File: config.mk
export PLATFORM = sky130hd
export DESIGN_NAME = bus_cycle_gen
export DESIGN_NICKNAME = d
export VERILOG_FILES = /design/src/rtl/bus_pkg.sv /design/src/rtl/bus_wait_timer.sv /design/src/rtl/bus_cycle_gen.sv
export SDC_FILE = /design/constraint.sdc
export NUM_CORES = 1
export LEC_CHECK = 0
export ABC_AREA = 0
export CAP_MARGIN = 20
export CORE_UTILIZATION = 25
export DETAILED_ROUTE_END_ITERATION = 16
export REMOVE_ABC_BUFFERS = 1
export SYNTH_ARGS = -nofsm -noshare
export SYNTH_HDL_FRONTEND = slang
export SYNTH_HIERARCHICAL = 1
export SYNTH_SLANG_ARGS = --single-unit
export TNS_END_PERCENT = 5
File: constraint.sdc
create_clock -name CLK -period 2.7 [get_ports CLK]
set_input_delay 0.54 -clock CLK [delete_from_list [all_inputs] [get_ports CLK]]
set_output_delay 0.54 -clock CLK [all_outputs]
set_load 0.02 [all_outputs]
File: src/rtl/bus_pkg.sv
// rtl/bus_pkg.sv - shared types and widths for the bus cycle generator
package bus_pkg;

    localparam int ADDR_W = 20;
    localparam int DATA_W = 8;

    typedef enum logic [5:0] {
        IDLE = 6'b000001,
        T1   = 6'b000010,
        T2   = 6'b000100,
        T3   = 6'b001000,
        TW   = 6'b010000,
        T4   = 6'b100000
    } bus_state_e;

    typedef struct packed {
        logic              write;
        logic              io;
        logic [ADDR_W-1:0] addr;
        logic [DATA_W-1:0] wdata;
    } bus_req_t;

    // States in which the read or write strobe is held active.
    function automatic logic strobe_state(input bus_state_e s);
        return (s == T2) || (s == T3) || (s == TW);
    endfunction

endpackage

File: src/rtl/bus_wait_timer.sv
// rtl/bus_wait_timer.sv - wait-state counter with timeout compare
module bus_wait_timer #(
    parameter int MAX_WAIT = 15
) (
    input  logic CLK,
    input  logic RESET,
    input  logic clear,
    input  logic advance,
    output logic timeout
);

    localparam logic [7:0] LAST = 8'(MAX_WAIT - 1);

    logic [7:0] count;

    always_ff @(posedge CLK) begin
        if (RESET || clear) begin
            count <= '0;
        end else if (advance) begin
            count <= count + 8'd1;
        end
    end

    // Asserted during the wait state whose increment would reach MAX_WAIT.
    assign timeout = (count == LAST);

endmodule

File: src/rtl/bus_cycle_gen.sv
// rtl/bus_cycle_gen.sv - converts core byte requests into T1-T4 bus cycles
module bus_cycle_gen
    import bus_pkg::*;
#(
    parameter int MAX_WAIT = 15
) (
    input  logic              CLK,
    input  logic              RESET,
    input  logic              req_valid,
    output logic              req_ready,
    input  logic              req_write,
    input  logic              req_io,
    input  logic [ADDR_W-1:0] req_addr,
    input  logic [DATA_W-1:0] req_wdata,
    output logic              rsp_valid,
    output logic [DATA_W-1:0] rsp_rdata,
    output logic              rsp_err,
    output logic              ALE,
    output logic [ADDR_W-1:0] Address,
    output logic              IOM,
    output logic              RD_N,
    output logic              WR_N,
    output logic [DATA_W-1:0] DATA_OUT,
    output logic              DATA_OE,
    input  logic [DATA_W-1:0] DATA_IN,
    input  logic              READY
);

    bus_state_e state_q;
    bus_state_e state_d;
    bus_req_t   req_q;

    logic load;
    logic timer_clr;
    logic timer_inc;
    logic timeout;
    logic err_d;
    logic write_sel;
    logic strobe_d;
    logic capture;

    bus_wait_timer #(
        .MAX_WAIT(MAX_WAIT)
    ) u_wait_timer (
        .CLK    (CLK),
        .RESET  (RESET),
        .clear  (timer_clr),
        .advance(timer_inc),
        .timeout(timeout)
    );

    always_ff @(posedge CLK) begin
        if (RESET) begin
            state_q <= IDLE;
        end else begin
            state_q <= state_d;
        end
    end

    always_comb begin
        state_d   = state_q;
        load      = 1'b0;
        timer_clr = 1'b0;
        timer_inc = 1'b0;
        err_d     = 1'b0;
        case (state_q)
            IDLE: begin
                if (req_valid) begin
                    load    = 1'b1;
                    state_d = T1;
                end
            end
            T1: state_d = T2;
            T2: state_d = T3;
            T3: begin
                if (READY) begin
                    state_d = T4;
                end else begin
                    timer_clr = 1'b1;
                    state_d   = TW;
                end
            end
            TW: begin
                timer_inc = 1'b1;
                if (READY) begin
                    state_d = T4;
                end else if (timeout) begin
                    err_d   = 1'b1;
                    state_d = T4;
                end
            end
            T4: begin
                if (req_valid) begin
                    load    = 1'b1;
                    state_d = T1;
                end else begin
                    state_d = IDLE;
                end
            end
            default: state_d = IDLE;
        endcase
    end

    // Outputs are registered from the next state so they line up with it.
    assign write_sel = load ? req_write : req_q.write;
    assign strobe_d  = strobe_state(state_d);
    assign capture   = ((state_q == T3) || (state_q == TW)) && (state_d == T4);

    always_ff @(posedge CLK) begin
        if (RESET) begin
            req_q     <= '0;
            req_ready <= 1'b1;
            rsp_valid <= 1'b0;
            rsp_rdata <= '0;
            rsp_err   <= 1'b0;
            ALE       <= 1'b0;
            RD_N      <= 1'b1;
            WR_N      <= 1'b1;
            DATA_OE   <= 1'b0;
            DATA_OUT  <= '0;
        end else begin
            req_ready <= (state_d == IDLE) || (state_d == T4);
            rsp_valid <= (state_d == T4);
            ALE       <= (state_d == T1);
            RD_N      <= !(strobe_d && !write_sel);
            WR_N      <= !(strobe_d && write_sel);
            DATA_OE   <= strobe_d && write_sel;
            if (load) begin
                req_q <= '{write: req_write, io: req_io, addr: req_addr, wdata: req_wdata};
            end
            if ((state_q == T1) && req_q.write) begin
                DATA_OUT <= req_q.wdata;
            end
            if (capture) begin
                rsp_err   <= err_d;
                rsp_rdata <= (!req_q.write && !err_d) ? DATA_IN : '0;
            end
        end
    end

    assign Address = req_q.addr;
    assign IOM     = req_q.io;

endmodule

==> impl_metrics.json <==
{
  "yosysWarnings": 6,
  "internal-power_mw": 1.75,
  "async_flop_share": 0,
  "synth-edff-count": 0,
  "grt_pass1_vias": 2179,
  "finish.utilization": 0.357,
  "tightest_slew_ns": 0.641,
  "fp.dieW_um": 107,
  "synthDistinctLibCells": 45,
  "p_sw_frac": 0.239,
  "outcome": "complete, no violations",
  "period_share": 0.767,
  "cts_buffer_depth": 2,
  "gp_congestion": 0.743,
  "drt-initial-drc-count": 80,
  "combPwrFrac": 0.128,
  "drt-met1-wl_um": 2840,
  "hp-class": "register to register",
  "synth.yosys.seq_area_share": 0.486,
  "ys_ff_latch": 67,
  "fin_nets": 417,
  "wl_met2_um": 2690,
  "fillers": 1085,
  "clkPwrFrac": 0.410,
  "drv_slew": 0,
  "powerDensity_mw_per_mm2": 611,
  "port_buffers": 85,
  "endpoint_kind": "register",
  "grt_usage": 0.115,
  "h-tree-depth": 3,
  "fin_tns_setup_ns": 0,
  "cts_tree": "built",
  "max_freq_mhz": 483,
  "r2r-start": "state_q[2]$_SDFF_PP0_",
  "cp_max_fo": 10,
  "hold_viol": 0,
  "drive_above_1_share": 0.0741,
  "startpoint": "state_q[2]$_SDFF_PP0_",
  "clock-root-buffer": "clkbuf_8",
  "p_switching_mw": 0.548,
  "path_class": "register to register",
  "die_h_um": 107,
  "rsz0062_at_grt": "no",
  "ctsHoldBuffers": 0,
  "layout_common_cells": "84 x clkdlybuf4s50_1, 72 x nand2_1, 67 x dfxtp_1",
  "dp.cells": 498,
  "postSynthCellCount": 315,
  "gr-total-overflow": 0,
  "via_count": 2275,
  "power.leakage_nw": 1.35,
  "syn2layout_area_growth_pct": 36.0,
  "postCtsSetupBuffers": 0,
  "clk_latency_ns": 0.34,
  "clock_sinks": 67,
  "die_area_mm2": 0.0115,
  "initial_core_util": 0.263,
  "post_cts_resized": 0,
  "critPathLaunchType": "register",
  "highest_layer": "met4",
  "clk_pin_slew_ns": 0.07,
  "dr.pass1.iters": 4,
  "endpoint": "u_wait_timer/count[7]$_SDFFE_PP0P_",
  "ant_nets": 0,
  "grt_pass1_wl_um": 10200,
  "reg2reg_depth": 5,
  "fin_cells": 514,
  "routedWlPerCell_um": 12.1,
  "pwr-share-seq": 0.462,
  "setup_viol_count_final": 0,
  "antenna_found_initial": 0,
  "place_hpwl_um": 4340,
  "drc_errors": 0,
  "row_count": 37,
  "grt_max_degree": 40,
  "wl_um": 6240,
  "synth_flop_cell": "dfxtp_1",
  "drt-vias-per-instance": 4.43,
  "mostFrequentLayoutCell": "clkdlybuf4s50_1",
  "placed_area_mm2": 0.00353,
  "power_mw": 2.29,
  "multiInputGateArea_mm2": 0.00113,
  "relSlewSlack": 0.573,
  "worst-r2r-setup-slack_ns": 0.63,
  "cp.arrival_ns": 2.30,
  "regArea_mm2": 0.00134,
  "vdd_drop_max_uv": 228,
  "max-cap-violations": 0,
  "crit_required_ns": 2.93,
  "core_area_mm2": 0.0105,
  "skew_ns": 0.00831,
  "dr_wl_met3_um": 648,
  "avgSynthCellArea_um2": 8.76,
  "period_minus_slack_ns": 2.07,
  "io_pins": 86,
  "r2r_end": "u_wait_timer/count[7]$_SDFFE_PP0P_",
  "cts_buffers": 9,
  "diodes": 0,
  "synth_area_mm2": 0.00276,
  "fin_area_mm2": 0.00375
}
==> layer usage <==
layer | up-vias | global-route usage
li1 | 1152 | -
met1 | 1043 | 0.133
met2 | 73 | 0.176
met3 | 7 | 0.0638
met4 | 0 | 0.0440
met5 | - | 0
==> kinds of logic (layout without fill, tap and decap cells) <==
family	count (synthesis)	after routing	synth area share
xor gates and xnor gates	8	8	0.0254
buffers and inverters	44	107	0.104
AOI/OAI and AO/OA	64	64	0.136
DFF	67	67	0.486
adders and majority gates	2	2	0.00906
muxes	1	1	0.00363
and+or+nand+nor	129	129	0.236
==> cells in the mapped netlist (all sizes together), types with 3 or more instances <==
library cell   n  area share
nand2         73        0.10
dfxtp         67        0.49
a21oi         41       0.074
buf           33       0.088
nor2          13       0.018
a22o           9       0.029
clkbuf         9       0.013
nand3          8       0.015
o21ai          6       0.011
xor2           6       0.019
nor2b          5       0.011
nor4           5       0.017
nand4          4       0.015
nand2b         3      0.0068
nor3           3      0.0073
nor3b          3      0.0082
or3            3      0.0086
==> through the flow <==
step | setup WS, ns | hold slack [ns]
final | 0.629 | 0.454
after global routing | 0.459 | 0.475
after CTS | 0.618 | 0.458
after global placement | 0.571 | 0.440
after detailed placement | 0.587 | 0.449
after floorplan | 0.500 | 0.431
==> power by group through the flow <==
stage	combinational (mW)	sequential, mW	clock (mW)
after global routing	0.323	1.07	1.02
after CTS	0.298	1.06	0.978
after global placement	0.296	1.08	0
after floorplan	0.101	1.11	0
after detailed placement	0.297	1.08	0
final	0.294	1.06	0.940
==> flip-flops by register name, indices dropped and copies added, names as in the netlist <==
signal / count
rsp_valid: 1
ALE: 1
IOM: 1
RD_N: 1
DATA_OE: 1
u_wait_timer/count: 8
WR_N: 1
req_q: 9
state_q: 6
req_ready: 1
Address: 20
rsp_rdata: 8
DATA_OUT: 8
rsp_err: 1
==> worst min-delay path by stage <==
| stage | startpoint | endpoint | slack, ns | cells past startpoint |
|---|---|---|---|---|
| 2_1_floorplan | req_q[5]$_SDFFE_PP0P_ | req_q[5]$_SDFFE_PP0P_ | 0.43 | 2 |
| 3_3_place_gp | Address[13]$_SDFFE_PP0P_ | Address[13]$_SDFFE_PP0P_ | 0.44 | 2 |
| 3_5_place_dp | Address[9]$_SDFFE_PP0P_ | Address[9]$_SDFFE_PP0P_ | 0.45 | 2 |
| 4_1_cts | Address[11]$_SDFFE_PP0P_ | Address[11]$_SDFFE_PP0P_ | 0.46 | 2 |
| 5_1_grt | Address[8]$_SDFFE_PP0P_ | Address[8]$_SDFFE_PP0P_ | 0.47 | 2 |
| 6_report | Address[11]$_SDFFE_PP0P_ | Address[11]$_SDFFE_PP0P_ | 0.45 | 2 |
==> area by class of cell <==
class	instances	share of cell area
Tap cell	136	0.0453
Sequential cell	67	0.357
Multi-Input combinational cell	204	0.302
Clock inverter	4	0.0193
Clock buffer	12	0.0413
Inverter	2	0.00200
Timing Repair Buffer	89	0.233
==> critical path: stages, from the launching register on <==
cell and delay (ns):
dfxtp_1 0.44, nor4_4 0.43, and2_1 0.41, nand4_4 0.17, o31a_1 0.33, o21a_1 0.18
Note: power is estimated with default switching activity, not from simulation.
